$ cat src/rtl/tcdm_stream_reader_pkg.sv
// -----------------------------------------------------------------------------
// tcdm_stream_reader_pkg
// Shared types and constants for the strided TCDM stream reader.
//   rd_state_e    : reader FSM state encoding (IDLE, RUN, DRAIN)
//   AmoNone       : TCDM AMO opcode for a plain access
//   StallCntWidth : width of the request-stall performance counter
// -----------------------------------------------------------------------------
package tcdm_stream_reader_pkg;

    typedef enum logic [1:0] {
        IDLE  = 2'd0,
        RUN   = 2'd1,
        DRAIN = 2'd2
    } rd_state_e;

    localparam logic [3:0]  AmoNone       = 4'h0;
    localparam int unsigned StallCntWidth = 32;

endpackage

$ cat src/rtl/tcdm_stream_reader_fifo.sv
// -----------------------------------------------------------------------------
// fifo_v3
// Response buffer with the common_cells fifo_v3 interface.
// Synchronous active-low reset, registered read port when FALL_THROUGH = 0.
//   clk_i, rst_ni : clock, synchronous active-low reset
//   flush_i       : drop all entries
//   full_o/empty_o: occupancy flags
//   usage_o       : entry count modulo DEPTH (0 when full)
//   data_i/push_i : write port
//   data_o/pop_i  : read port (head of queue)
// -----------------------------------------------------------------------------
module fifo_v3 #(
    parameter bit          FALL_THROUGH = 1'b0,
    parameter int unsigned DATA_WIDTH   = 32,
    parameter int unsigned DEPTH        = 8,
    parameter int unsigned ADDR_DEPTH   = (DEPTH > 1) ? $clog2(DEPTH) : 1
) (
    input  logic                  clk_i,
    input  logic                  rst_ni,
    input  logic                  flush_i,
    output logic                  full_o,
    output logic                  empty_o,
    output logic [ADDR_DEPTH-1:0] usage_o,
    input  logic [DATA_WIDTH-1:0] data_i,
    input  logic                  push_i,
    output logic [DATA_WIDTH-1:0] data_o,
    input  logic                  pop_i
);

    logic [ADDR_DEPTH-1:0] r_rd_ptr;
    logic [ADDR_DEPTH-1:0] r_wr_ptr;
    logic [ADDR_DEPTH:0]   r_count;
    logic [DATA_WIDTH-1:0] r_mem [DEPTH];

    logic w_empty_mem;
    logic w_bypass;
    logic w_push;
    logic w_pop;

    assign w_empty_mem = (r_count == '0);
    // Fall-through on an empty queue hands the write data straight to the reader.
    assign w_bypass    = FALL_THROUGH && w_empty_mem && push_i && pop_i;

    assign full_o  = (r_count == (ADDR_DEPTH+1)'(DEPTH));
    assign empty_o = w_empty_mem && !(FALL_THROUGH && push_i);
    assign usage_o = r_count[ADDR_DEPTH-1:0];
    assign data_o  = (FALL_THROUGH && w_empty_mem) ? data_i : r_mem[r_rd_ptr];

    assign w_push = push_i && !full_o && !w_bypass;
    assign w_pop  = pop_i && !w_empty_mem;

    always_ff @(posedge clk_i) begin
        if (!rst_ni || flush_i) begin
            r_rd_ptr <= '0;
            r_wr_ptr <= '0;
            r_count  <= '0;
        end else begin
            if (w_push) begin
                r_wr_ptr <= (r_wr_ptr == ADDR_DEPTH'(DEPTH - 1)) ? '0 : r_wr_ptr + ADDR_DEPTH'(1);
            end
            if (w_pop) begin
                r_rd_ptr <= (r_rd_ptr == ADDR_DEPTH'(DEPTH - 1)) ? '0 : r_rd_ptr + ADDR_DEPTH'(1);
            end
            if (w_push && !w_pop) begin
                r_count <= r_count + (ADDR_DEPTH+1)'(1);
            end else if (!w_push && w_pop) begin
                r_count <= r_count - (ADDR_DEPTH+1)'(1);
            end
        end
    end

    always_ff @(posedge clk_i) begin
        if (w_push) begin
            r_mem[r_wr_ptr] <= data_i;
        end
    end

endmodule

$ cat src/rtl/tcdm_stream_reader.sv
// -----------------------------------------------------------------------------
// tcdm_stream_reader
// Read-only TCDM initiator: fetches len 64-bit words at base + k*stride and
// presents them as a valid/ready stream. Requests are only issued while the
// in-flight count plus buffered responses leaves a free FIFO slot, so a
// stalled consumer can never cause a response to be dropped.
//
// Ports
//   clk_i, rst_ni            : clock, synchronous active-low reset
//   start_i, base_i,
//   stride_i, len_i          : transfer launch (sampled in IDLE only)
//   busy_o, done_o, err_o    : status (done is a pulse, err is sticky)
//   tcdm_req_*_o             : TCDM request fields (read-only, full strobe)
//   tcdm_rsp_q_ready_i       : request grant
//   tcdm_rsp_p_valid_i/data_i: in-order read response
//   out_valid_o/ready_i/data_o: output stream
//   perf_stall_o             : cycles with request valid but not granted
//
// Build option: TCDM_STREAM_READER_PERF_EN enables the stall counter;
// without it perf_stall_o is tied to zero.
//
// state | meaning
// ------+------------------------------------------------------------
// IDLE  | waiting for start_i; done_o pulses in the cycle after exit
// RUN   | issuing requests, gated by issued < len and FIFO credit
// DRAIN | all requests issued; waiting for responses and FIFO to empty
// -----------------------------------------------------------------------------
module tcdm_stream_reader
    import tcdm_stream_reader_pkg::*;
#(
    parameter int unsigned NarrowDataWidth = 64,
    parameter int unsigned TCDMAddrWidth   = 17,
    parameter int unsigned LenWidth        = 16,
    parameter int unsigned FifoDepth       = 4
) (
    input  logic                         clk_i,
    input  logic                         rst_ni,
    input  logic                         start_i,
    input  logic [TCDMAddrWidth-1:0]     base_i,
    input  logic [TCDMAddrWidth-1:0]     stride_i,
    input  logic [LenWidth-1:0]          len_i,
    output logic                         busy_o,
    output logic                         done_o,
    output logic                         err_o,
    output logic                         tcdm_req_write_o,
    output logic [TCDMAddrWidth-1:0]     tcdm_req_addr_o,
    output logic [3:0]                   tcdm_req_amo_o,
    output logic [NarrowDataWidth-1:0]   tcdm_req_data_o,
    output logic [4:0]                   tcdm_req_user_core_id_o,
    output logic                         tcdm_req_user_is_core_o,
    output logic [NarrowDataWidth/8-1:0] tcdm_req_strb_o,
    output logic                         tcdm_req_q_valid_o,
    input  logic                         tcdm_rsp_q_ready_i,
    input  logic                         tcdm_rsp_p_valid_i,
    input  logic [NarrowDataWidth-1:0]   tcdm_rsp_data_i,
    output logic                         out_valid_o,
    input  logic                         out_ready_i,
    output logic [NarrowDataWidth-1:0]   out_data_o,
    output logic [StallCntWidth-1:0]     perf_stall_o
);

    localparam int unsigned PtrWidth = $clog2(FifoDepth);
    localparam int unsigned CntWidth = PtrWidth + 1;

    rd_state_e                r_state;
    rd_state_e                w_state_next;
    logic [TCDMAddrWidth-1:0] r_addr;
    logic [TCDMAddrWidth-1:0] r_stride;
    logic [LenWidth-1:0]      r_len;
    logic [LenWidth-1:0]      r_issued;
    logic [CntWidth-1:0]      r_outstanding;
    logic                     r_done;
    logic                     r_err;

    logic                     w_fifo_full;
    logic                     w_fifo_empty;
    logic [PtrWidth-1:0]      w_fifo_usage;
    logic [CntWidth-1:0]      w_fifo_count;
    logic [CntWidth:0]        w_credit_used;
    logic                     w_has_credit;
    logic                     w_req_valid;
    logic                     w_req_hs;
    logic                     w_rsp_ok;
    logic                     w_rsp_orphan;
    logic                     w_start;
    logic                     w_start_run;
    logic                     w_done_next;
    logic                     w_pop;

    // usage wraps to 0 when full; prepending the full flag restores the count.
    assign w_fifo_count  = {w_fifo_full, w_fifo_usage};
    assign w_credit_used = {1'b0, r_outstanding} + {1'b0, w_fifo_count};
    assign w_has_credit  = (w_credit_used < (CntWidth+1)'(FifoDepth));

    assign w_start      = (r_state == IDLE) && start_i;
    assign w_start_run  = w_start && (len_i != '0);
    assign w_req_hs     = w_req_valid && tcdm_rsp_q_ready_i;
    assign w_rsp_ok     = tcdm_rsp_p_valid_i && (r_outstanding != '0);
    assign w_rsp_orphan = tcdm_rsp_p_valid_i && (r_outstanding == '0);
    assign w_pop        = out_valid_o && out_ready_i;

    always_comb begin
        w_state_next = r_state;
        w_done_next  = 1'b0;
        w_req_valid  = 1'b0;
        unique case (r_state)
            IDLE: begin
                if (start_i) begin
                    if (len_i != '0) begin
                        w_state_next = RUN;
                    end else begin
                        w_done_next = 1'b1;
                    end
                end
            end
            RUN: begin
                // Credit only shrinks through a grant, so valid holds until granted.
                w_req_valid = (r_issued < r_len) && w_has_credit;
                if (w_req_valid && tcdm_rsp_q_ready_i &&
                    ((r_issued + LenWidth'(1)) == r_len)) begin
                    w_state_next = DRAIN;
                end
            end
            DRAIN: begin
                if ((r_outstanding == '0) && w_fifo_empty) begin
                    w_state_next = IDLE;
                    w_done_next  = 1'b1;
                end
            end
            default: w_state_next = IDLE;
        endcase
    end

    always_ff @(posedge clk_i) begin
        if (!rst_ni) begin
            r_state       <= IDLE;
            r_done        <= 1'b0;
            r_err         <= 1'b0;
            r_addr        <= '0;
            r_stride      <= '0;
            r_len         <= '0;
            r_issued      <= '0;
            r_outstanding <= '0;
        end else begin
            r_state <= w_state_next;
            r_done  <= w_done_next;

            if (w_start_run) begin
                r_addr   <= base_i;
                r_stride <= stride_i;
                r_len    <= len_i;
                r_issued <= '0;
            end else if (w_req_hs) begin
                r_addr   <= r_addr + r_stride;
                r_issued <= r_issued + LenWidth'(1);
            end

            if (w_start) begin
                r_outstanding <= '0;
            end else if (w_req_hs && !w_rsp_ok) begin
                r_outstanding <= r_outstanding + CntWidth'(1);
            end else if (!w_req_hs && w_rsp_ok) begin
                r_outstanding <= r_outstanding - CntWidth'(1);
            end

            if (w_rsp_orphan) begin
                r_err <= 1'b1;
            end else if (w_start) begin
                r_err <= 1'b0;
            end
        end
    end

    fifo_v3 #(
        .FALL_THROUGH (1'b0),
        .DATA_WIDTH   (NarrowDataWidth),
        .DEPTH        (FifoDepth)
    ) i_rsp_fifo (
        .clk_i   (clk_i),
        .rst_ni  (rst_ni),
        .flush_i (1'b0),
        .full_o  (w_fifo_full),
        .empty_o (w_fifo_empty),
        .usage_o (w_fifo_usage),
        .data_i  (tcdm_rsp_data_i),
        .push_i  (w_rsp_ok),
        .data_o  (out_data_o),
        .pop_i   (w_pop)
    );

`ifdef TCDM_STREAM_READER_PERF_EN
    logic [StallCntWidth-1:0] r_stall_cnt;

    always_ff @(posedge clk_i) begin
        if (!rst_ni) begin
            r_stall_cnt <= '0;
        end else if (w_start) begin
            r_stall_cnt <= '0;
        end else if (w_req_valid && !tcdm_rsp_q_ready_i && (r_stall_cnt != '1)) begin
            r_stall_cnt <= r_stall_cnt + StallCntWidth'(1);
        end
    end

    assign perf_stall_o = r_stall_cnt;
`else
    assign perf_stall_o = '0;
`endif

    assign busy_o                  = (r_state != IDLE);
    assign done_o                  = r_done;
    assign err_o                   = r_err;
    assign out_valid_o             = !w_fifo_empty;
    assign tcdm_req_q_valid_o      = w_req_valid;
    assign tcdm_req_addr_o         = r_addr;
    assign tcdm_req_write_o        = 1'b0;
    assign tcdm_req_amo_o          = AmoNone;
    assign tcdm_req_data_o         = '0;
    assign tcdm_req_user_core_id_o = '0;
    assign tcdm_req_user_is_core_o = 1'b0;
    assign tcdm_req_strb_o         = '1;

endmodule
$ cat config.mk
export PLATFORM = sky130hd
export DESIGN_NAME = tcdm_stream_reader
export DESIGN_NICKNAME = d
export VERILOG_FILES = /design/src/rtl/tcdm_stream_reader_pkg.sv /design/src/rtl/tcdm_stream_reader_fifo.sv /design/src/rtl/tcdm_stream_reader.sv
export SDC_FILE = /design/constraint.sdc
export NUM_CORES = 1
export LEC_CHECK = 0
export CAP_MARGIN = 20
export CORE_UTILIZATION = 51
export DETAILED_ROUTE_END_ITERATION = 6
export MAX_ROUTING_LAYER = met4
export PLACE_DENSITY_LB_ADDON = 0.15
export SKIP_LAST_GASP = 1
export SLEW_MARGIN = 25
export SYNTH_ARGS = -nofsm -noshare
export SYNTH_HDL_FRONTEND = slang
export SYNTH_SLANG_ARGS = --single-unit
$ cat constraint.sdc
create_clock -name clk_i -period 3.6 [get_ports clk_i]
set_input_delay 0.54 -clock clk_i [delete_from_list [all_inputs] [get_ports clk_i]]
set_output_delay 0.54 -clock clk_i [all_outputs]
set_load 0.005 [all_outputs]
Word level (Yosys, flattened, before mapping)
Memories as Yosys holds them, arrays and structs flattened. A register that Yosys moved wholly into a read port is not among the register bits.
Cells that the tools add are included.

storage, ports and cells
  flip-flop bits (word level) = 80
  memory bits (writable) = 256
  bits of input ports = 120
  output and inout port bits = 201
  word-level logic and storage cells = 93
  memories = 1

operators by class
  $add $sub $neg = 9
  $lt $le $gt $ge = 2
  equal/unequal tests = 10
  mux-type cells = 24
  bitwise gates (word level) = 1
  reductions and logical operators = 35

memory list
  name              words  width  read ports  clocked after Yosys merged registers in  wr ports  line                           text
  i_rsp_fifo.r_mem  4      64     1           1                                        1         tcdm_stream_reader_fifo.sv:33  logic [DATA_WIDTH-1:0] r_mem [DEPTH];

operators by type and width
  kind                     number
  $mux W17                 2
  $add A17 B17 Y17         1
  $add A16 B1 Y16 const B  1
  $eq A16 B16 Y1           1
  $logic_and A1 B1 Y1      16
  $lt A16 B16 Y1           1
  $mux W2                  8
  $reduce_bool A16 Y1      1
  $mux W3                  4
  $reduce_bool A2 Y1       5
  $mux W1                  8
  $add A3 B1 Y3 const B    2
  $eq A2 B2 Y1 const B     3
  $logic_not A1 Y1         6
  $logic_not A3 Y1         2
  $ne A2 B2 Y1 const B     3
  $pmux W2 S3              1
  $sub A3 B1 Y3 const B    2
  $add A2 B1 Y2 const B    2
  $add A3 B3 Y4            1
  $lt A4 B3 Y1 const B     1
  $reduce_and A4 Y1        1
  $reduce_or A2 Y1         2
  $eq A3 B3 Y1 const B     1
  6 further kinds          6

Longest topological paths before layout
  word-level depth = 10
  depth in mapped cells = 17

Hierarchy
A second synthesis with hierarchy kept.

unflattened totals
  cell total of the unflattened synthesis = 1078
  area, all modules = 15269.6 um^2

modules (own cells, without submodules)
  module              instances  cells each  area an instance (um^2)  sequential area each (um^2)
  fifo_v3             1          386         9708.1                   7867.5
  tcdm_stream_reader  1          692         5561.6                   1461.4

Worst setup path before layout
OpenSTA, ideal clock, no wires.

  path kind = register -> register
  from = register i_rsp_fifo.r_count[0]
  to = register r_outstanding[2]
  library setup time = 0.128 ns
  arrival = 3.158 ns
  data required time = 3.472 ns
  setup slack = 0.314 ns
  stages on the path, launching flop included = 18
  buffers on the path = 2
  cell sequence = dfxtp_1 > nor2_1 > and2_1 > ha_1 > nor4_1 > nand2_1 > a211oi_2 > nand4_2 > inv_2 > buf_2 > buf_2 > ha_1 > inv_1 > fa_1 > xor2_1 > nor2_1 > xnor2_1 > nor2_1

on the way
  cells in the longest elaborated chain, start to end = 9
  elaborated cells on any way between the ends = 11
  those cells by class = 1 x add/sub; 1 x order compare; 1 x eq/ne; 2 x mux; 6 x reduce/logical

ends and longest elaborated chain
  element                              line                           text
  start: declaration                   tcdm_stream_reader_fifo.sv:32  logic [ADDR_DEPTH:0] r_count;
  start signal: assignment             tcdm_stream_reader_fifo.sv:65  r_count <= r_count + (ADDR_DEPTH+1)'(1);
  start signal: assignment             tcdm_stream_reader_fifo.sv:67  r_count <= r_count - (ADDR_DEPTH+1)'(1);
  $eq A3 B3 Y1                         tcdm_stream_reader_fifo.sv:44  assign full_o = (r_count == (ADDR_DEPTH+1)'(DEPTH));
  $add A3 B3 Y4 *                      tcdm_stream_reader.sv:92       assign w_credit_used = {1'b0, r_outstanding} + {1'b0, w_fifo_count};
  $lt A4 B3 Y1 *                       tcdm_stream_reader.sv:93       assign w_has_credit = (w_credit_used < (CntWidth+1)'(FifoDepth));
  $logic_and A1 B1 Y1 *                tcdm_stream_reader.sv:118      w_req_valid = (r_issued < r_len) && w_has_credit;
  $mux W1 *                            tcdm_stream_reader.sv:106      unique case (r_state)
  $logic_and A1 B1 Y1 *                tcdm_stream_reader.sv:97       assign w_req_hs = w_req_valid && tcdm_rsp_q_ready_i;
  net w_req_hs                         tcdm_stream_reader.sv:82       logic w_req_hs;
  $logic_not A1 Y1                     tcdm_stream_reader.sv:162      end else if (!w_req_hs && w_rsp_ok) begin
  $logic_and A1 B1 Y1                  tcdm_stream_reader.sv:162
  $reduce_bool A2 Y1 (no source line)  --
  end signal: assignment               tcdm_stream_reader.sv:161      r_outstanding <= r_outstanding + CntWidth'(1);
  end signal: assignment               tcdm_stream_reader.sv:163      r_outstanding <= r_outstanding - CntWidth'(1);
  end: declaration                     tcdm_stream_reader.sv:71       logic [CntWidth-1:0] r_outstanding;

The timed path passes the listed nets; every way through them passes the cells marked *.
A chain may end at the register's enable or synchronous reset.

Worst setup path in the final report
  from = register i_rsp_fifo.r_count[0]
  to = output port tcdm_req_q_valid_o

on the way
  cells in the longest elaborated chain, start to end = 5

ends and longest elaborated chain
  element                line                           text
  $eq A3 B3 Y1           tcdm_stream_reader_fifo.sv:44
  $add A3 B3 Y4 *        tcdm_stream_reader.sv:92
  $lt A4 B3 Y1 *         tcdm_stream_reader.sv:93
  $logic_and A1 B1 Y1 *  tcdm_stream_reader.sv:118
  $mux W1 *              tcdm_stream_reader.sv:106
  end: declaration       tcdm_stream_reader.sv:52       output logic tcdm_req_q_valid_o,

Every way passes the cells marked *; elsewhere a longest branch is shown, timed or not.

==> impl_metrics.csv <==
group,metric,value,unit
detailed_routing,vias,9028,
logic_synthesis,synth_seq_cells,338,
sta,min_period,3.368,ns
clocking,cts_buffers,36,
detailed_routing,avgRoutedWirePerCell,17.86,um
global_route,overflow,0,
sta,hold_violations,0,
sta,finalMaxSlewViolations,0,
setup_path,critPathKind,"reg2out",
floorplanning,ioPinCount,321,
min_path,hold_start,"r_stride[10]",
place,io_buffers,205,
sta,setup_viol,0,
setup_path,required,3.06,ns
setup_path,setup.worst_path.start,"i_rsp_fifo.r_count[0]",
sta,fin_tns_setup,0,ns
finish,nets,1473,
finish,stdcell_count,1718,
detailed_routing,ant_nets,0,
pwr,power_frac_comb,21.7,%
global_route,grt_start_max_net_pins,65,
sta,worst_pin_slew,0.6475,ns
global_route,grt_util_all_layers,20.93,%
setup_path,critical_path_arrival,2.83,ns
detailed_routing,wirelength,30.68,mm
setup_path,startpoint_type,"flop",
sta,rsz0062_at_grt,"no",
place,dp_hpwl,20.54,mm
clocking,cts_sinks,338,
clocking,clockBufferDepth,3,
setup_path,cpPeakStageDelay,0.54,ns
clocking,clkLatencyLatePin,0.51,ns
floorplanning,initial_core_util,52.28,%
place,gp_congestion,0.8791,
sta,fin_crit_sh,93.56,%
global_route,antenna_found_initial,0,
clocking,htree_levels,2,
pwr,pwr-share-seq,44.2,%
logic_synthesis,synth-seq-area-share,61.50,%
setup_path,reg2reg_from,"i_rsp_fifo.r_count[0]",
setup_path,end_kind,"output pin",
min_path,hold_class,"reg2reg",
clocking,holdBufCountCts,0,
pwr,p_sw_share,24.56,%
floorplanning,die_w,174.5,um
clocking,cts_root_buffer,"clkbuf_16",
sta,maxSlewHeadroom,56.73,%
pwr,intPower,7922,uW
setup_path,critPathBufInv,1,
setup_path,critPathTopFamily,"simple AND/OR/NAND/NOR gates",
logic_synthesis,avgSynthCellArea,13.98,um2
pwr,peakVddDrop,0.3386,mV
pwr,power.switching,2579,uW
clocking,cts_tree,"yes",
detailed_routing,dr.pass1.iters,4,
pwr,p_clk_share,34.1,%
detailed_routing,viasPerCell,5.255,
run_status,status,"completed",
finish,drive_gt1_share,12.52,%
sta,max_freq,296.9,MHz
sta,clock_skew,0.01286,ns
place,dpl.cell_count,1653,
clocking,cts.reportedPaths.clkPinSlew,0.06,ns
pwr,leakagePower,0.006575,uW
global_route,grt_pass1_wl,48.14,mm
finish,antenna_cells,0,
setup_path,worst_path_max_delay_cell,"clkdlybuf4s50_1",
floorplanning,core_area,0.02901,mm2
global_route,grt_pass1_vias,8923,
job,cap_violations,0,
pwr,power_density,565.4,mW/mm2
logic_synthesis,synthArstFlopShare,0,%
setup_path,path_cells,"nor2_1 > and2_1 > ha_1 > nor4_1 > nand2_1 > a21oi_1 > nand4_1 > nor3b_2 > clkdlybuf4s50_1",
floorplanning,die_h,174.5,um
logic_synthesis,ys_types,69,
floorplanning,std_cell_rows,62,
finish,area_delta_synth_final,22.44,%
logic_synthesis,yosys_warnings,0,
floorplanning,dieArea,0.03043,mm2
detailed_routing,drtIter0Drc,500,
logic_synthesis,syn-cell-area,0.01517,mm2
logic_synthesis,synth_ff_type,"edfxtp_1",
detailed_routing,drc_errors,0,
logic_synthesis,syn_inst,1085,
setup_path,cp_max_fo,5,
logic_synthesis,synth_edf_count,256,
==> power groups by stage <==
stage | Sequential [uW] | Clock (uW) | Combinational (uW)
finish | 4640 | 3580 | 2280
global route | 4680 | 3810 | 2480
CTS | 4650 | 3670 | 2300
detailed placement | 4720 | 0 | 2290
global placement | 4710 | 0 | 2270
floorplan | 4640 | 0 | 1330
==> per-layer routing <==
metal	vias up	global-route usage [%]	part of all wire (%)	routed length, um
met5	-	-	0	0
met4	0	4.715	1.7	512
met3	40	3.281	6.3	1934
met2	317	34.10	49	14970
met1	4392	27.71	43	13260
li1	4279	-	-	-
==> state kept, by name (all words and copies together) (netlist names), named ones only <==
register / count
r_issued: 16
r_stride: 17
tcdm_req_addr_o: 17
err_o: 1
r_state: 2
i_rsp_fifo.r_wr_ptr: 2
i_rsp_fifo.r_count: 3
done_o: 1
i_rsp_fifo.r_rd_ptr: 2
i_rsp_fifo.r_mem: 256
r_outstanding: 3
r_len: 16
==> worst min-delay path, delay by kind of cell (launching register included) <==
kind             cells  cell delay, ns
flip-flops           1            0.31
AND/OR/NAND/NOR      1            0.05
AO/OA/AOI/OAI        1            0.05
==> Yosys cell counts, types with 6 or more instances <==
cell type  instances  share of area, %
mux4_2            64               9.5
o221ai_1           6              0.35
nor4_1             8              0.33
xnor2_1           29               1.7
dfxtp_1           82                11
clkbuf_1          26              0.64
nor3_1            15              0.49
o21ai_0           16              0.53
buf_4            117               5.8
nand4_1            8              0.33
a22oi_1            6              0.30
or3_1             10              0.41
a31oi_1            6              0.25
buf_1              6              0.15
edfxtp_1         256                51
nand3_1           18              0.59
and3_1             6              0.25
and2_1             8              0.33
xor2_1            14              0.81
a21o_1            11              0.54
a21oi_1           68               2.2
nand2_1           96               2.4
nor2_1            50               1.2
ha_1              42               3.5
inv_1             31              0.77
buf_2              7              0.23
==> final timing paths <==
check                             to  cells after the start  slack [ns]
setup / recovery  tcdm_req_q_valid_o                      9        0.23
setup reg to reg    r_outstanding[2]                     15        0.67
hold / removal          r_stride[10]                      2        0.46
hold reg to reg         r_stride[10]                      2        0.46
==> layout make-up <==
class / count / area [um2]
fill: 2164 / 10440
sequential: 338 / 9336
multi-input combinational: 671 / 5116
timing repair buffer: 228 / 2350
clock buffer: 47 / 1016
tap: 384 / 480.5
clock inverter: 17 / 150.1
inverter: 33 / 123.9
==> layout by cell type, fill, tap and decap left out, drive strengths merged, types with 23 or more instances in the layout <==
cell / count
a21oi: 68
inv: 32
nand2: 97
clkdlybuf4s50: 205
ha: 42
edfxtp: 256
buf: 23
dfxtp: 82
nor2: 51
clkbuf: 47
xnor2: 30
conb: 115
mux4: 64
==> cells by family after synthesis <==
group,count (synthesis),share of synthesized area [%]
flops,338,61.50
other cells,2,0.04951
xor+xnor,44,2.590
buf+inv,189,7.630
mux,70,9.907
fa+ha+maj,45,3.860
compound gates,151,6.508
simple gates,246,7.952
==> stage by stage <==
step / hold slack [ns] / total power, uW / util (%) / setup slack (ns) / cell area (um2)
after global routing: 0.4803 / 10960 / 64.02 / 0.06499 / 18570
after CTS: 0.4620 / 10610 / 63.96 / 0.05416 / 18560
after global placement: 0.4511 / 6982 / 59.94 / 0.5695 / 17390
after detailed placement: 0.4541 / 7012 / 59.94 / 0.5855 / 17390
after floorplan: 0.4400 / 5966 / - / 0.3137 / 15590
final: 0.4628 / 10500 / 64.02 / 0.2318 / 18570
==> repair_timing <==
| item | in CTS | in global routing |
|---|---|---|
| setup buffers | 0 | 1 |
| endpoints found under the setup margin | 0 | 1 |
| gates resized for setup | 0 | 3 |
(Power assumes the default switching activity.)
==> RTL edit 1: new RTL, same flow settings <==
Set the parameter `LenWidth` to 32 (it was 16).
--- a/src/rtl/tcdm_stream_reader.sv
+++ b/src/rtl/tcdm_stream_reader.sv
@@ -31,5 +31,5 @@
     parameter int unsigned NarrowDataWidth = 64,
     parameter int unsigned TCDMAddrWidth   = 17,
-    parameter int unsigned LenWidth        = 16,
+    parameter int unsigned LenWidth        = 32,
     parameter int unsigned FifoDepth       = 4
 ) (
Ports: changed (resized len_i); port bits go from 321 to 337. No check against the original RTL was run, so the function may have changed too.
==> RTL edit 1 against the unedited design <==
  * Sequential power increased by 8.2%
  * Combinational power increased by 5%
  * Routed wire length grew 32%
  * Critical endpoint unchanged
  * Largest power group unchanged
  * Setup slack got worse by 0.14 ns
  * Register-to-register slack got worse by 0.41 ns
  * Synthesized cell count rose by 30%
  * First-iteration DRC count grew 32%
  * Synthesized area up 15%
  * Critical path depth fell by 1
  * Via count is 30% higher
  * Cell area is 16% higher
  * Power is 9.0% higher
  * Sequential cell count grew 32
  * Sequential share of layout area fell by 4.0 points
==> RTL edit 1: results (changes against the unedited design) <==
| Metric | Value |
|---|---|
| Starting DRT DRC Count | 658 (+32%) |
| Library cells used by synthesis | 69 (unchanged) |
| Final nets | 1,858 (+26%) |
| HPWL Detailed | 28,600 um (+39%) |
| Count of flip-flops with a built-in enable after synthesis | 256 (unchanged) |
| Clock-pin slew of the registers on the worst-case setup and hold paths | 0.06 ns (about the same) |
| Critical Path Start | r_len[22] |
| Slew at the pin with the worst max-slew slack | 0.860 ns (+0.212 ns) |
| Antenna Nets Post-Route | 0 (unchanged) |
| Clock Path Buffers | 3 (unchanged) |
| Status | complete, no violations |
| Number of global-route vias before repair | 11.5k (+29%) |
| Critical Path Max Stage Delay | 0.41 ns (-0.13 ns) |
| Destination of the worst register-to-register timing path | r_outstanding[2] |
| Top area cells in the synthesized netlist | edfxtp_1 (44%), dfxtp_1 (13%), mux4_2 (8.2%) |
| Wire length of the first global-routing pass | 63,500 um (+32%) |
| VDD IR-drop max | 0.343 mV (+1.4%) |
| Total wire length after detailed routing | 40,600 um (+32%) |
| Category of cells accounting for the largest share of critical-path delay | simple AND/OR/NAND/NOR gates |
| Post-synth top cells | edfxtp_1 (256), nand2_1 (140), buf_4 (115) |
| Ys async rst share | 0% (unchanged) |
| Worst-Skew Late Latency | 0.55 ns (+0.04 ns) |
| Largest registers | i_rsp_fifo.r_mem: 256 flops, r_issued: 32 flops, r_len: 32 flops |
| Fraction of layout cells with a size suffix above 1 | 13.2% (+0.65 points) |
| Number of antenna violations at the first check in global routing | 1 (+1) |
| Via density per instance | 5.47 (+4.2%) |
| Length in cells of the worst reg-to-reg path | 15 (unchanged) |
| R2R Path Start | r_len[15] |
| Number of warnings issued by yosys | 0 (unchanged) |
| Critical path data arrival time | 2.97 ns (+0.14 ns) |
| H-tree lvl count | 2 (unchanged) |
| First-pass DRT Iterations | 5 (+1) |
| Instance count along the most critical hold path | 2 (unchanged) |
| Cts bufs inserted | 40 (+11%) |
| Portion of the post-synthesis area used by sequential elements | 56.9% (-4.6 points) |
| Quantity of hold-fixing buffers added after cts | 0 (unchanged) |
| Worst clock skew | 0.0253 ns (+0.0125 ns) |
| Last weighted congestion value of the routability-driven placer | 0.903 (+2.8%) |
| Avg Cell Area, Syn | 12.5 um2 (-11%) |
| Filler instances | 2,610 (+21%) |
| Total global routing track utilization | 23.9% (+3.0 points) |
| Worst setup slack for register-to-register paths | 0.26 ns (-0.41 ns) |
| Slowest stage cell on the critical path | or3_1 |
| Count of port buffers added during placement | 221 (+7.8%) |
| Static leakage power | 7.67 nW (+17%) |
| Last element of the critical path | tcdm_req_q_valid_o |
| Clock Root Buffer | clkbuf_16 |
| Max-capacitance violation count | 0 (unchanged) |
| Maximum number of pins on one net before global-route repair | 68 (+4.6%) |
| Post-route non-filler standard cell count | 2,142 (+25%) |
| Critical path fanouts, max | 3 (-2) |
-- RTL edit 1: cell count changes in the layout (fill, tap and decap cells not counted), moves of 12 or more --
cell,unedited run,this run
inv_1,31,50
buf_4,13,44
a21oi_1,68,110
ha_1,42,58
o21ai_0,16,35
nor4_1,8,20
nand2_1,96,140
dfxtp_1,78,105
nand4_1,8,25
or3_1,10,26
clkdlybuf4s50_1,205,220
nand3_1,18,31
nor2_1,50,34
-- RTL edit 1: worst min-delay path: stages, from the launching register on --
cell	delay [ns]
dfxtp_1	0.31
nand2_1	0.05
a21oi_1	0.05
-- RTL edit 1: timing repair --
action | CTS | global route
setup buffers | 0 | 0
cloned | 0 | 0
gates resized for setup | 5 | 5
pin swaps | 0 | 2
setup endpoints to repair | 1 | 1
-- RTL edit 1: layer usage --
layer	share of wire, %	track usage, %	wire [um]
met1	43	31.1	17300
met5	0	-	0
met4	2.0	6.37	818
met3	6.6	3.90	2670
met2	49	38.9	19800
-- RTL edit 1: final cells by class --
class	count	area (um2)	area share, %
Sequential cell	370	9980	46.3
Multi-Input combinational cell	917	6680	31.0
Timing Repair Buffer	280	2840	13.2
Clock buffer	52	1080	5.00
Tap cell	448	561	2.60
Clock inverter	22	223	1.03
Inverter	52	195	0.905
Antenna cell	1	2.50	0.0116
-- RTL edit 1: worst min path at each step --
stage / from / to / slack [ns]
2_1_floorplan: r_state[0] / done_o / 0.43
3_3_place_gp: err_o / err_o / 0.44
3_5_place_dp: r_stride[2] / r_stride[2] / 0.46
4_1_cts: r_stride[2] / r_stride[2] / 0.46
5_1_grt: r_stride[2] / r_stride[2] / 0.48
6_report: r_stride[2] / r_stride[2] / 0.46
-- RTL edit 1: cell families (layout without fill, tap and decap cells) --
kind of cell	after synthesis	count (layout)	share of synthesized area (%)
flip-flops	370	370	56.9
AND/OR/NAND/NOR	367	367	10.8
AO/OA/AOI/OAI	249	249	8.93
buffers and inverters	232	406	7.51
multiplexers	72	72	8.71
adder cells (fa/ha/maj)	61	61	4.49
XOR/XNOR	53	53	2.65
other	2	116	0.0429
-- RTL edit 1: through the flow --
| stage | util, % | cell area (um2) | setup WS [ns] |
|---|---|---|---|
| 5_1_grt | 64.0 | 21600 | 0.00601 |
| 3_3_place_gp | 60.1 | 20300 | 0.309 |
| 4_1_cts | 64.0 | 21600 | 0.0126 |
| 6_report | 64.0 | 21600 | 0.0950 |
| 3_5_place_dp | 60.1 | 20300 | 0.263 |
| 2_1_floorplan | - | 17900 | 0.293 |
-- RTL edit 1: power breakdown --
group          total, W  switching [W]  internal [W]
clock           0.00402        0.00166       0.00236
sequential      0.00502       0.000184       0.00484
combinational   0.00240        0.00103       0.00136
==> RTL edit 2: new RTL, config.mk and constraints unchanged <==
Without the edit above. The 3 states of `rd_state_e` get a one-hot encoding in 3 bits.
--- a/src/rtl/tcdm_stream_reader_pkg.sv
+++ b/src/rtl/tcdm_stream_reader_pkg.sv
@@ -8,8 +8,8 @@
 package tcdm_stream_reader_pkg;
 
-    typedef enum logic [1:0] {
-        IDLE  = 2'd0,
-        RUN   = 2'd1,
-        DRAIN = 2'd2
+    typedef enum logic [2:0] {
+        IDLE  = 3'b001,
+        RUN   = 3'b010,
+        DRAIN = 3'b100
     } rd_state_e;
 
Function: no difference found for any inputs over 4 cycles, from zero or initial values and one cycle with rst_ni low; so few cycles prove little.
==> RTL edit 2 against the unedited design <==
  * Routed wire length shrank 3.6%
  * Sequential cell count grew 1
  * Via count shrank 2.1%
  * Hold slack lost 0.0035 ns
  * Synthesized area shrank 1.0%
  * Setup slack lost 0.13 ns
  * Maximum frequency shrank 3.8%
  * Cell area shrank 1.0%
  * Sequential power shrank 4%
  * Power shrank 8.5%
==> RTL edit 2: results (changes against the unedited design) <==
| Metric | Value |
|---|---|
| Status | complete, no violations |
| Worst clock skew | 0.0198 ns (+0.00696 ns) |
| Synthesized instance count | 1,080 (-0.46%) |
| Number of warnings issued by yosys | 0 (unchanged) |
| Cell count after placement | 1,650 (-0.18%) |
| Static leakage power | 6.44 nW (-2.0%) |
| Number of flip-flops under the largest register name | 256 (unchanged) |
| Placed cell area | 17,300 um2 (-0.80%) |
| Buffers inserted during post-CTS setup optimization | 0 (unchanged) |
| First-pass DRT Iterations | 5 (+1) |
| Fraction of layout cells with a size suffix above 1 | 11.6% (-0.95 points) |
| Ys async rst share | 0% (unchanged) |
| Number of antenna violations at the first check in global routing | 0 (unchanged) |
| VDD IR-drop max | 0.294 mV (-13%) |
| Final nets | 1,470 (-0.20%) |
| Count of port buffers added during placement | 205 (unchanged) |
| Library cells used by synthesis | 59 (-14%) |
| Worst-Skew Late Latency | 0.51 ns (about the same) |
| Register with the highest flop count | i_rsp_fifo.r_mem |
| Top area cells in the synthesized netlist | edfxtp_1 (51%), dfxtp_1 (11%), mux4_2 (9.6%) |
| Starting DRT DRC Count | 483 (-3.4%) |
| Last weighted congestion value of the routability-driven placer | 0.816 (-7.2%) |
| Critical path data arrival time | 2.96 ns (+0.13 ns) |
| Resized cells post-CTS | 1 (+1) |
| Antenna cell count | 0 (unchanged) |
| Via density per instance | 5.15 (-1.9%) |
| Cts bufs inserted | 36 (unchanged) |
| Post-synth top cells | edfxtp_1 (256), buf_4 (115), nand2_1 (113) |
| Wire length of the first global-routing pass | 46,800 um (-2.9%) |
| WL/cell | 17.2 um (-3.4%) |
| Total wire length after detailed routing | 29,600 um (-3.6%) |
| Maximum number of pins on one net before global-route repair | 65 (unchanged) |
| HPWL Detailed | 19,600 um (-4.8%) |
| Portion of the post-synthesis area used by sequential elements | 62.3% (+0.78 points) |
| Place WS | 0.338 ns (-0.248 ns) |
| Clock-pin slew of the registers on the worst-case setup and hold paths | 0.06 ns (about the same) |
| Share of the synthesized area in the top cell type | 51.2% (+0.54 points) |
| Max-Slew Margin vs Limit | 38.0% (-19 points) |
| Total global routing track utilization | 20.3% (-0.62 points) |
| Number of global-route vias before repair | 8,804 (-1.3%) |
-- RTL edit 2: area by class of cell --
class | count | area, um2
repair buffers | 226 | 2330
clock buffers | 43 | 947
fillers | 2200 | 10500
well taps | 384 | 480
inverters | 30 | 113
flip-flops and latches | 339 | 9360
clock inverters | 21 | 170
multi-input cells | 672 | 4980
-- RTL edit 2: worst paths after layout --
| path | start | endpoint | slack, ns | cells past startpoint |
|---|---|---|---|---|
| setup / recovery | i_rsp_fifo.r_count[1] | tcdm_req_q_valid_o | 0.1 | 6 |
| hold / removal | r_stride[5] | r_stride[5] | 0.46 | 2 |
| setup reg to reg | i_rsp_fifo.r_count[1] | r_outstanding[2] | 0.30 | 14 |
| hold reg to reg | r_stride[5] | r_stride[5] | 0.46 | 2 |
-- RTL edit 2: cell families (layout without fill, tap and decap cells) --
logic type	count (synthesis)	count (layout)	synth area share, %
simple gates	241	241	7.35
other cells	2	115	0.0500
xor+xnor	55	55	3.21
flops	339	339	62.3
mux	72	72	10.1
compound gates	144	144	5.63
buf+inv	182	320	7.44
fa+ha+maj	45	45	3.90
-- RTL edit 2: power by group --
part	internal, W	leakage [nW]	switching (W)
Sequential	0.00432	2.98	0.000130
Combinational	0.00100	2.92	0.000675
Clock	0.00203	0.542	0.00145
Total	0.00735	6.44	0.00226
-- RTL edit 2: critical path, cell delays in order (launching register included) --
cell and delay [ns]:
dfxtp_1 0.36, nor3b_2 0.23, ha_1 0.26, or4_1 0.53, a311oi_2 0.34, and3_1 0.24
clkdlybuf4s50_1 0.51
-- RTL edit 2: routing by layer --
layer | global-route usage (%) | routed length (um)
met1 | 27.2 | 13400
met2 | 32.5 | 14100
met4 | 4.94 | 450
met3 | 3.40 | 1600
met5 | - | 0
